**src/rtl/grf_scoreboard.sv**
```systemverilog
// rtl/grf_scoreboard.sv - general register file with per-register in-flight write scoreboard
//
// Two combinational read ports with writeback bypass, one synchronous write
// port, and a saturating in-flight write counter per register so decode can
// detect RAW hazards against writes still in the pipe.
// Optional macro GRF_TRACE_EN: prints each accepted write and each sb_err set.
//
// Ports:
//   clk, reset            rising-edge clock, asynchronous active-low reset
//   ra1/ra2 -> rd1/rd2    read address / read data (combinational, bypassed)
//   rd1_busy/rd2_busy     addressed register still has an outstanding write
//   iss_valid/iss_wa      decode issues an instruction that will write iss_wa
//   iss_ready             issue accepted this cycle (counter not saturated)
//   we/wa/wd              writeback enable / address / data
//   wpc                   PC of the writing instruction (trace only)
//   sb_err                sticky: writeback to a register with no write in flight

module grf_scoreboard #(
  parameter int DATA_W = 32,
  parameter int ADDR_W = 5,
  parameter int CNT_W  = 2
) (
  input  logic              clk,
  input  logic              reset,
  input  logic [ADDR_W-1:0] ra1,
  input  logic [ADDR_W-1:0] ra2,
  output logic [DATA_W-1:0] rd1,
  output logic [DATA_W-1:0] rd2,
  output logic              rd1_busy,
  output logic              rd2_busy,
  input  logic              iss_valid,
  input  logic [ADDR_W-1:0] iss_wa,
  output logic              iss_ready,
  input  logic              we,
  input  logic [ADDR_W-1:0] wa,
  input  logic [DATA_W-1:0] wd,
  input  logic [31:0]       wpc,
  output logic              sb_err
);

  localparam int DEPTH = 2 ** ADDR_W;
  localparam logic [CNT_W-1:0] CNT_MAX = '1;

  logic [DATA_W-1:0] regs [DEPTH];
  logic [CNT_W-1:0]  cnt  [DEPTH];

  logic              wr_live;     // writeback targets a real register
  logic              underflow;   // writeback with nothing in flight
  logic              dec1, dec2;
  logic [DEPTH-1:0]  inc_v, dec_v;

  // wpc only feeds the optional trace; keep it referenced in every build.
  logic unused_wpc;
  assign unused_wpc = ^wpc;

  assign wr_live   = we && (wa != '0);
  assign underflow = wr_live && (cnt[wa] == '0);

  // Read ports: register 0 is hard-wired to zero, a same-cycle writeback
  // to the addressed register is forwarded ahead of the array.
  assign rd1 = (ra1 == '0) ? '0 : ((we && wa == ra1) ? wd : regs[ra1]);
  assign rd2 = (ra2 == '0) ? '0 : ((we && wa == ra2) ? wd : regs[ra2]);

  // A final writeback landing this cycle already retires the hazard.
  assign dec1 = we && (wa == ra1) && (cnt[ra1] != '0);
  assign dec2 = we && (wa == ra2) && (cnt[ra2] != '0);
  assign rd1_busy = (ra1 != '0) && ((cnt[ra1] - CNT_W'(dec1)) != '0);
  assign rd2_busy = (ra2 != '0) && ((cnt[ra2] - CNT_W'(dec2)) != '0);

  // A saturated counter stalls issue unless a writeback frees a slot now.
  assign iss_ready = !((iss_wa != '0) && (cnt[iss_wa] == CNT_MAX) && !(we && wa == iss_wa));

  always_comb begin
    inc_v = '0;
    dec_v = '0;
    for (int i = 1; i < DEPTH; i++) begin
      inc_v[i] = iss_valid && iss_ready && (iss_wa == ADDR_W'(i));
      dec_v[i] = we && (wa == ADDR_W'(i)) && (cnt[i] != '0);
    end
  end

  always_ff @(posedge clk or negedge reset) begin
    if (!reset) begin
      for (int i = 0; i < DEPTH; i++) begin
        regs[i] <= '0;
        cnt[i]  <= '0;
      end
      sb_err <= 1'b0;
    end else begin
      if (wr_live) begin
        regs[wa] <= wd;
      end
      // Counter 0 is never touched, so register 0 stays permanently idle.
      for (int i = 1; i < DEPTH; i++) begin
        case ({inc_v[i], dec_v[i]})
          2'b10:   cnt[i] <= cnt[i] + CNT_W'(1);
          2'b01:   cnt[i] <= cnt[i] - CNT_W'(1);
          default: cnt[i] <= cnt[i];
        endcase
      end
      if (underflow) begin
        sb_err <= 1'b1;
      end
    end
  end

`ifdef GRF_TRACE_EN
  always_ff @(posedge clk) begin
    if (reset) begin
      if (wr_live) begin
        $display("%d@%h: $%d <= %h", $time, wpc, wa, wd);
      end
      if (underflow && !sb_err) begin
        $display("SB underflow @%h", wpc);
      end
    end
  end
`else
`endif

endmodule
```
**config.mk**
```make
export PLATFORM = sky130hd
export DESIGN_NAME = grf_scoreboard
export DESIGN_NICKNAME = d
export VERILOG_FILES = /design/src/rtl/grf_scoreboard.sv
export SDC_FILE = /design/constraint.sdc
export NUM_CORES = 2
export LEC_CHECK = 0
export ABC_CLOCK_PERIOD_IN_PS = 2400
export BUFFER_PORTS_ARGS = -buffer_cell sky130_fd_sc_hd__buf_4
export CAP_MARGIN = 10
export CELL_PAD_IN_SITES_DETAIL_PLACEMENT = 1
export CELL_PAD_IN_SITES_GLOBAL_PLACEMENT = 2
export CORE_MARGIN = 2
export CORE_UTILIZATION = 41
export CTS_CLUSTER_SIZE = 24
export DETAILED_ROUTE_END_ITERATION = 10
export PLACE_DENSITY_LB_ADDON = 0.1
export SYNTH_ARGS = -nofsm -noshare
export SYNTH_HDL_FRONTEND = slang
export SYNTH_SLANG_ARGS = --single-unit
```
**constraint.sdc**
```tcl
create_clock -name clk -period 2.4 [get_ports clk]
set_input_delay 0.12 -clock clk [delete_from_list [all_inputs] [get_ports clk]]
set_output_delay 0.12 -clock clk [all_outputs]
set_load 0.02 [all_outputs]
```
=== Word level (Yosys, flattened, before mapping) ===
Index checks and enable logic that the tools add are counted.

* Register bits: 1,087
* Bits of input ports: 88
* Logic and storage cells: 502
* Output and inout bits: 68

* Add/sub/neg operators: 64
* Mux-type cells: 56
* Magnitude comparators: 5
* Reductions and logical operators: 181
* Eq/ne operators: 128
* Bitwise logic cells: 4

{| class="wikitable"
|+ Operator list
! operator !! count
|-
| bitwise mux 1024 bit || 1
|-
| binary-select mux 32 bit (select 5 bit) || 2
|-
| two-way mux 32 bit || 9
|-
| demux 32 bit (select 5 bit) || 1
|-
| == test 5 bit (second input constant) || 32
|-
| nonzero test 2 bit || 66
|-
| case mux 2 bit (2 select lines) || 31
|-
| logical AND 1 bit || 106
|-
| == test 5 x 4 -> 1 bit (second input constant) || 16
|-
| == test 2 bit (second input constant) || 32
|-
| adder 2 x 1 -> 2 bit (second input constant) || 31
|-
| == test 2 x 1 -> 1 bit (second input constant) || 31
|-
| subtractor 2 x 1 -> 2 bit (second input constant) || 31
|-
| binary-select mux 2 bit (select 5 bit) || 4
|-
| == test 5 x 3 -> 1 bit (second input constant) || 8
|-
| >= comparator 6 bit (second input constant) || 4
|-
| NOT 5 -> 6 bit || 4
|-
| == test 5 x 2 -> 1 bit (second input constant) || 4
|-
| nonzero test 5 bit || 4
|-
| two-way mux 2 bit || 8
|-
| == test 5 bit || 3
|-
| == test 5 x 1 -> 1 bit (second input constant) || 2
|-
| logical NOT 5 bit || 2
|-
| less-than comparator 6 x 1 -> 1 bit (second input constant) || 1
|-
| other kinds (3) || 5
|}

=== Logic depth before layout (Yosys ltp) ===
* Depth in word-level cells: 12
* Mapped depth: 12

=== Least setup slack after synthesis ===
No wires, ideal clock.

* Kind: input to register
* Start point: in iss_wa[0]
* End point: reg cnt[61] (netlist bit)
* Slack: 0.002 ns
* Stages on the path: 12
* Arrival: 2.272 ns
* Buffers on the path: 3
* Library setup time: 0.126 ns
* Path through: buf_2 -> buf_2 -> mux2_2 -> a32oi_1 -> nand3_1 -> nand4_1 -> clkbuf_1 -> nand3_1 -> ha_1 -> xnor2_1 -> nor2_1 -> xor2_1

* Word-level cells in the longest chain between the ends: 12
* Elaborated cells between the ends (all ways): 19

{| class="wikitable"
|+ RTL lines
! what !! line !! source
|-
| from (decl) || 32 || <nowiki>input logic [ADDR_W-1:0] iss_wa,</nowiki>
|-
| NOT 5 -> 6 bit (not written as such) || 71 || <nowiki>assign iss_ready = !((iss_wa != '0) && (cnt[iss_wa] == CNT_MAX) && !(we && wa == iss_wa));</nowiki>
|-
| binary-select mux 2 bit (select 5 bit) || 71 ||
|-
| two-way mux 2 bit (not written as such) (2 in a row) || 71 ||
|-
| == test 2 bit || 71 ||
|-
| logical AND 1 bit (2 in a row) || 71 ||
|-
| logical NOT 1 bit || 71 ||
|-
| logical AND 1 bit || 77 || <nowiki>inc_v[i] = iss_valid && iss_ready && (iss_wa == ADDR_W'(i));</nowiki>
|-
| logical AND 1 bit * || 77 ||
|-
| == test 2 x 1 -> 1 bit / == test 2 bit (equally long branches) || 95 || <nowiki>case ({inc_v[i], dec_v[i]})</nowiki>
|-
| case mux 2 bit (2 select lines) / nonzero test 2 bit (equally long branches) || - ||
|-
| to (signal, indexed assignment) || 96 || <nowiki>2'b10: cnt[i] <= cnt[i] + CNT_W'(1);</nowiki>
|-
| to (signal, indexed assignment) || 97 || <nowiki>2'b01: cnt[i] <= cnt[i] - CNT_W'(1);</nowiki>
|-
| to (signal, indexed assignment) || 98 || <nowiki>default: cnt[i] <= cnt[i];</nowiki>
|-
| to (decl) || 45 || <nowiki>logic [CNT_W-1:0] cnt [DEPTH];</nowiki>
|}

Every way passes the cells marked *; elsewhere a longest branch is shown, timed or not. The select of a mux whose other input is x is not followed.
A chain may end at the register's enable or synchronous reset.

=== Worst setup path after layout ===
* Start point: reg regs[512] (netlist bit)
* End point: out rd2[0]

* Word-level cells in the longest chain between the ends: 5

{| class="wikitable"
|+ RTL lines
! what !! line !! source
|-
| from (decl) || 44 || <nowiki>logic [DATA_W-1:0] regs [DEPTH];</nowiki>
|-
| from (signal, indexed assignment) || 91 || <nowiki>regs[wa] <= wd;</nowiki>
|-
| binary-select mux 32 bit (select 5 bit) || 62 || <nowiki>assign rd2 = (ra2 == '0) ? '0 : ((we && wa == ra2) ? wd : regs[ra2]);</nowiki>
|-
| two-way mux 32 bit (not written as such) (2 in a row) || 62 ||
|-
| two-way mux 32 bit (2 in a row) || 62 ||
|-
| to (decl) || 28 || <nowiki>output logic [DATA_W-1:0] rd2,</nowiki>
|}

Every way passes these cells. The select of a mux whose other input is x is not followed.

==> run summary <==
The number of rows in the core area was 140; the number of enable-type register cells in the synthesized netlist was 0. The run gives 3 as the maximum number of buffers from clock root to sink. The share of final-layout standard cells stronger than drive strength 1 works out to 56.80%. The count of final hold-check violations was 0; the data required time at the worst endpoint was 2280 ps.

Dividing the final minimum period by the clock period gives 120.3%. Async set-or-reset flop fraction in the synthesized netlist: 100.0%. Vertical die dimension: 387.7 um.

The logs give 45.05% for the share of the yosys chip area belonging to registers and 4666 for the final net count. The register bit count reported by yosys came out at 1087. Power spread over the standard cell area amounts to 845.0 nW/um^2.

The number of nets handed over by synthesis was 4321. Wires add up to 214900 um. The clock arrives with 21.10 ps of skew. The remaining max-slew budget at the tightest pin is 26.02%. For this run, the detailed router's first-pass iteration total came to 5. The class of the worst hold path is in2reg. The H-tree was split into 4 levels.

The worst register-to-register path has a setup slack of -110 ps. The all-layer global routing usage came out at 28.73%. Counting distinct cell types in the post-synthesis netlist gives 60. After detailed routing, the number of vias per cell comes to 6.192.

In the synthesized netlist the dominant register cell turns out to be sky130_fd_sc_hd__dfrtp_1. Of all nets on the critical path, the largest fanout is 3. The maximum clock frequency was 346.4 MHz; the residual overflow from global routing was 0. Setup violations remaining at the end of the flow were counted as 80. The number of max-cap violations came out at 0. The mapped netlist covers 60370 sq um. Synthesis produced 4202 cells. The clock reaches the later pin of the worst-skew pair after 790 ps.

The first global-routing pass estimated 315700 um of wire. The worst setup path is captured at a primary output. The die footprint is 150300 sq um. The checks that failed: setup timing.

At the pin with the least slew margin, the transition time is 1101 ps. In the routed design, unresolved DRC markers number 0. The Yosys step of the flow raised 2 warnings.

Entering global routing, the biggest net connects 109 pins. The initial antenna violation count was 3. The final-layout fill cell count is 13.90k, and the average size of a mapped cell is 14.37 sq um.

For the total negative setup slack, the log shows -17850 ps. The run finished, with violations left. Detailed routing inserted a total of 40.63k vias. Average wire per standard cell: 32.74 um. Before CTS, the worst setup slack after placement is -101.4 ps. Clock-pin slew was measured on the worst setup and hold paths at 60 ps. For the number of violations reported at the end of detailed-routing iteration 0, the log shows 2645.

The die outline width is 387.7 um, and the post-detailed-route count of antenna-violating nets is 0. The post-DP HPWL is 136200 um. The logs give 136 for the number of buffers inserted during clock tree synthesis and -487.1 ps for the final worst setup slack. The initial utilization of the core area, before any placement, comes to 41.38%.

The area growth from synthesis to layout was 22.45%. The worst setup path is of the reg2out kind. Launching element type of the critical path: a flop.

The tools report the total leakage power as 31.99 nW. The tools report the number of placed I/O pins as 156. In this run the clock root is driven by a sky130_fd_sc_hd__clkbuf_16.

TritonCTS built the clock tree. The TritonCTS sink count is 1087, and the number of global-route vias before repair is 43.64k. The data arrival time at the worst-slack endpoint was 2770 ps. At the end of routability-driven placement, the weighted congestion stood at 0.8121.

IR analysis of the VDD net gives a maximum drop of 0.5545 mV. The floorplan step defined a core boundary enclosing 145900 sq um. The run gives 0 as the number of max-slew violations in the final report. Buffers placed on the I/O ports in this run total 123.

Setup repair after global routing could not meet its margin everywhere. The shortest clock period the worst path allows after layout works out to 2887 ps.
==> layout make-up <==
cell class / count / area (sq um) / area share [%]
Tap cell: 1917 / 2399 / 3.244
Inverter: 10 / 48.80 / 0.06600
Clock buffer: 191 / 3914 / 5.294
Multi-Input combinational cell: 2653 / 32730 / 44.27
Clock inverter: 44 / 609.3 / 0.8242
Sequential cell: 1087 / 27200 / 36.79
Antenna cell: 1 / 2.502 / 0.003385
Timing Repair Buffer: 659 / 7029 / 9.508
==> state kept, by name, indices dropped and copies added, names as in the netlist <==
name / count
cnt: 62
sb_err: 1
regs: 1024
==> routing by layer <==
metal  GRT usage, %  vias to the layer above  routed length [um]
met3          3.197                      332                8137
li1               -                    16747                   -
met5              0                        -                  25
met4          9.354                        4                7176
met1          40.28                    22544               95240
met2          46.78                     1004              104300
==> critical path: stages, from the launching register on <==
cell and delay [ps]:
sky130_fd_sc_hd__dfrtp_1 400, sky130_fd_sc_hd__mux4_2 480, sky130_fd_sc_hd__mux4_2 470, sky130_fd_sc_hd__nor2b_4 150, sky130_fd_sc_hd__a211o_4 350, sky130_fd_sc_hd__buf_6 140
==> what timing repair did <==
item                                    CTS  global route
gates resized for setup                 202           154
setup endpoints to repair                68           109
setup buffers                            51            30
gates cloned                              0             0
hold buffers                             40             0
endpoints found under the hold margin  1848             0
pin swaps                               108            93
==> stage by stage <==
step | instances | cell area [sq um] | power, mW | hold WS (ps) | util (%)
final | 6562 | 73930 | 62.47 | 44.78 | 50.67
after global routing | 6561 | 73930 | 65.29 | 63.71 | 50.66
after CTS | 6541 | 72980 | 62.42 | 1.560 | 50.02
after detailed placement | 6219 | 66810 | 40.18 | 107.7 | 45.79
after global placement | 6219 | 66810 | 39.65 | 111.7 | 45.79
after floorplan | 4202 | 60370 | 34.52 | -175.6 | -
==> kinds of logic after synthesis <==
logic type                 count (synthesis)  share of synthesized area (%)
AOI/OAI and AO/OA                        254                          3.268
xor gates and xnor gates                 108                          1.567
adders and majority gates                 31                         0.6424
buffers and inverters                    462                          3.370
DFF                                     1087                          45.05
muxes                                   1681                          41.70
and+or+nand+nor                          579                          4.402
==> cells in the mapped netlist (5+ instances only) <==
master,instances,area [sq um]
sky130_fd_sc_hd__nor3_1,21,105.1
sky130_fd_sc_hd__a211oi_1,101,758.2
sky130_fd_sc_hd__buf_6,5,56.30
sky130_fd_sc_hd__xor2_1,37,324.1
sky130_fd_sc_hd__clkbuf_1,231,867.1
sky130_fd_sc_hd__a211o_1,55,481.7
sky130_fd_sc_hd__nor2_1,118,442.9
sky130_fd_sc_hd__a21oi_1,7,35.03
sky130_fd_sc_hd__nand4_1,11,68.82
sky130_fd_sc_hd__a31oi_1,8,50.05
sky130_fd_sc_hd__and3_1,89,556.8
sky130_fd_sc_hd__buf_2,111,555.5
sky130_fd_sc_hd__o21a_1,5,37.54
sky130_fd_sc_hd__dfrtp_1,1087,27200
sky130_fd_sc_hd__mux2i_1,112,1121
sky130_fd_sc_hd__a32oi_1,5,43.79
sky130_fd_sc_hd__buf_1,74,277.8
sky130_fd_sc_hd__buf_4,30,225.2
sky130_fd_sc_hd__ha_1,31,387.9
sky130_fd_sc_hd__nand2_1,245,919.6
sky130_fd_sc_hd__nor2b_1,38,237.7
sky130_fd_sc_hd__inv_1,8,30.03
sky130_fd_sc_hd__nand3_1,34,170.2
sky130_fd_sc_hd__o21ai_0,11,55.05
sky130_fd_sc_hd__xnor2_1,71,621.9
sky130_fd_sc_hd__o22ai_1,12,75.07
sky130_fd_sc_hd__o32ai_1,8,70.07
sky130_fd_sc_hd__mux4_2,567,12770
sky130_fd_sc_hd__a22o_1,11,96.34
sky130_fd_sc_hd__mux2_2,1002,11280
==> worst paths after layout <==
check,startpoint,end,depth (start not counted)
setup / recovery,regs[512],rd2[0],5
hold / removal,iss_wa[2],cnt[56],6
setup reg to reg,cnt[37],cnt[33],11
hold reg to reg,regs[1017],regs[1017],0
max in group asynchronous,reset,regs[43],3
min in group asynchronous,reset,regs[254],3
==> placed cells by master (no fill, tap or decap), types with 28 or more instances in the layout <==
cell type                          n
sky130_fd_sc_hd__nor2_1           82
sky130_fd_sc_hd__xnor2_1          54
sky130_fd_sc_hd__a211oi_1         73
sky130_fd_sc_hd__nand2_1         218
sky130_fd_sc_hd__buf_4           392
sky130_fd_sc_hd__dfrtp_1        1087
sky130_fd_sc_hd__a211o_1          50
sky130_fd_sc_hd__and3_1           82
sky130_fd_sc_hd__mux2i_1          84
sky130_fd_sc_hd__mux2_2          999
sky130_fd_sc_hd__buf_6            95
sky130_fd_sc_hd__clkbuf_16       139
sky130_fd_sc_hd__xor2_1           37
sky130_fd_sc_hd__mux4_2          567
sky130_fd_sc_hd__buf_12          126
sky130_fd_sc_hd__dlygate4sd3_1    39
sky130_fd_sc_hd__clkbuf_1         28
==> report_power, final <==
| group | switching [mW] | internal [mW] | total [mW] |
|---|---|---|---|
| clock | 8.58 | 12.5 | 21.1 |
| combinational | 6.82 | 9.66 | 16.5 |
| sequential | 2.78 | 22.1 | 24.9 |
Power figures use the tool's default switching activity.
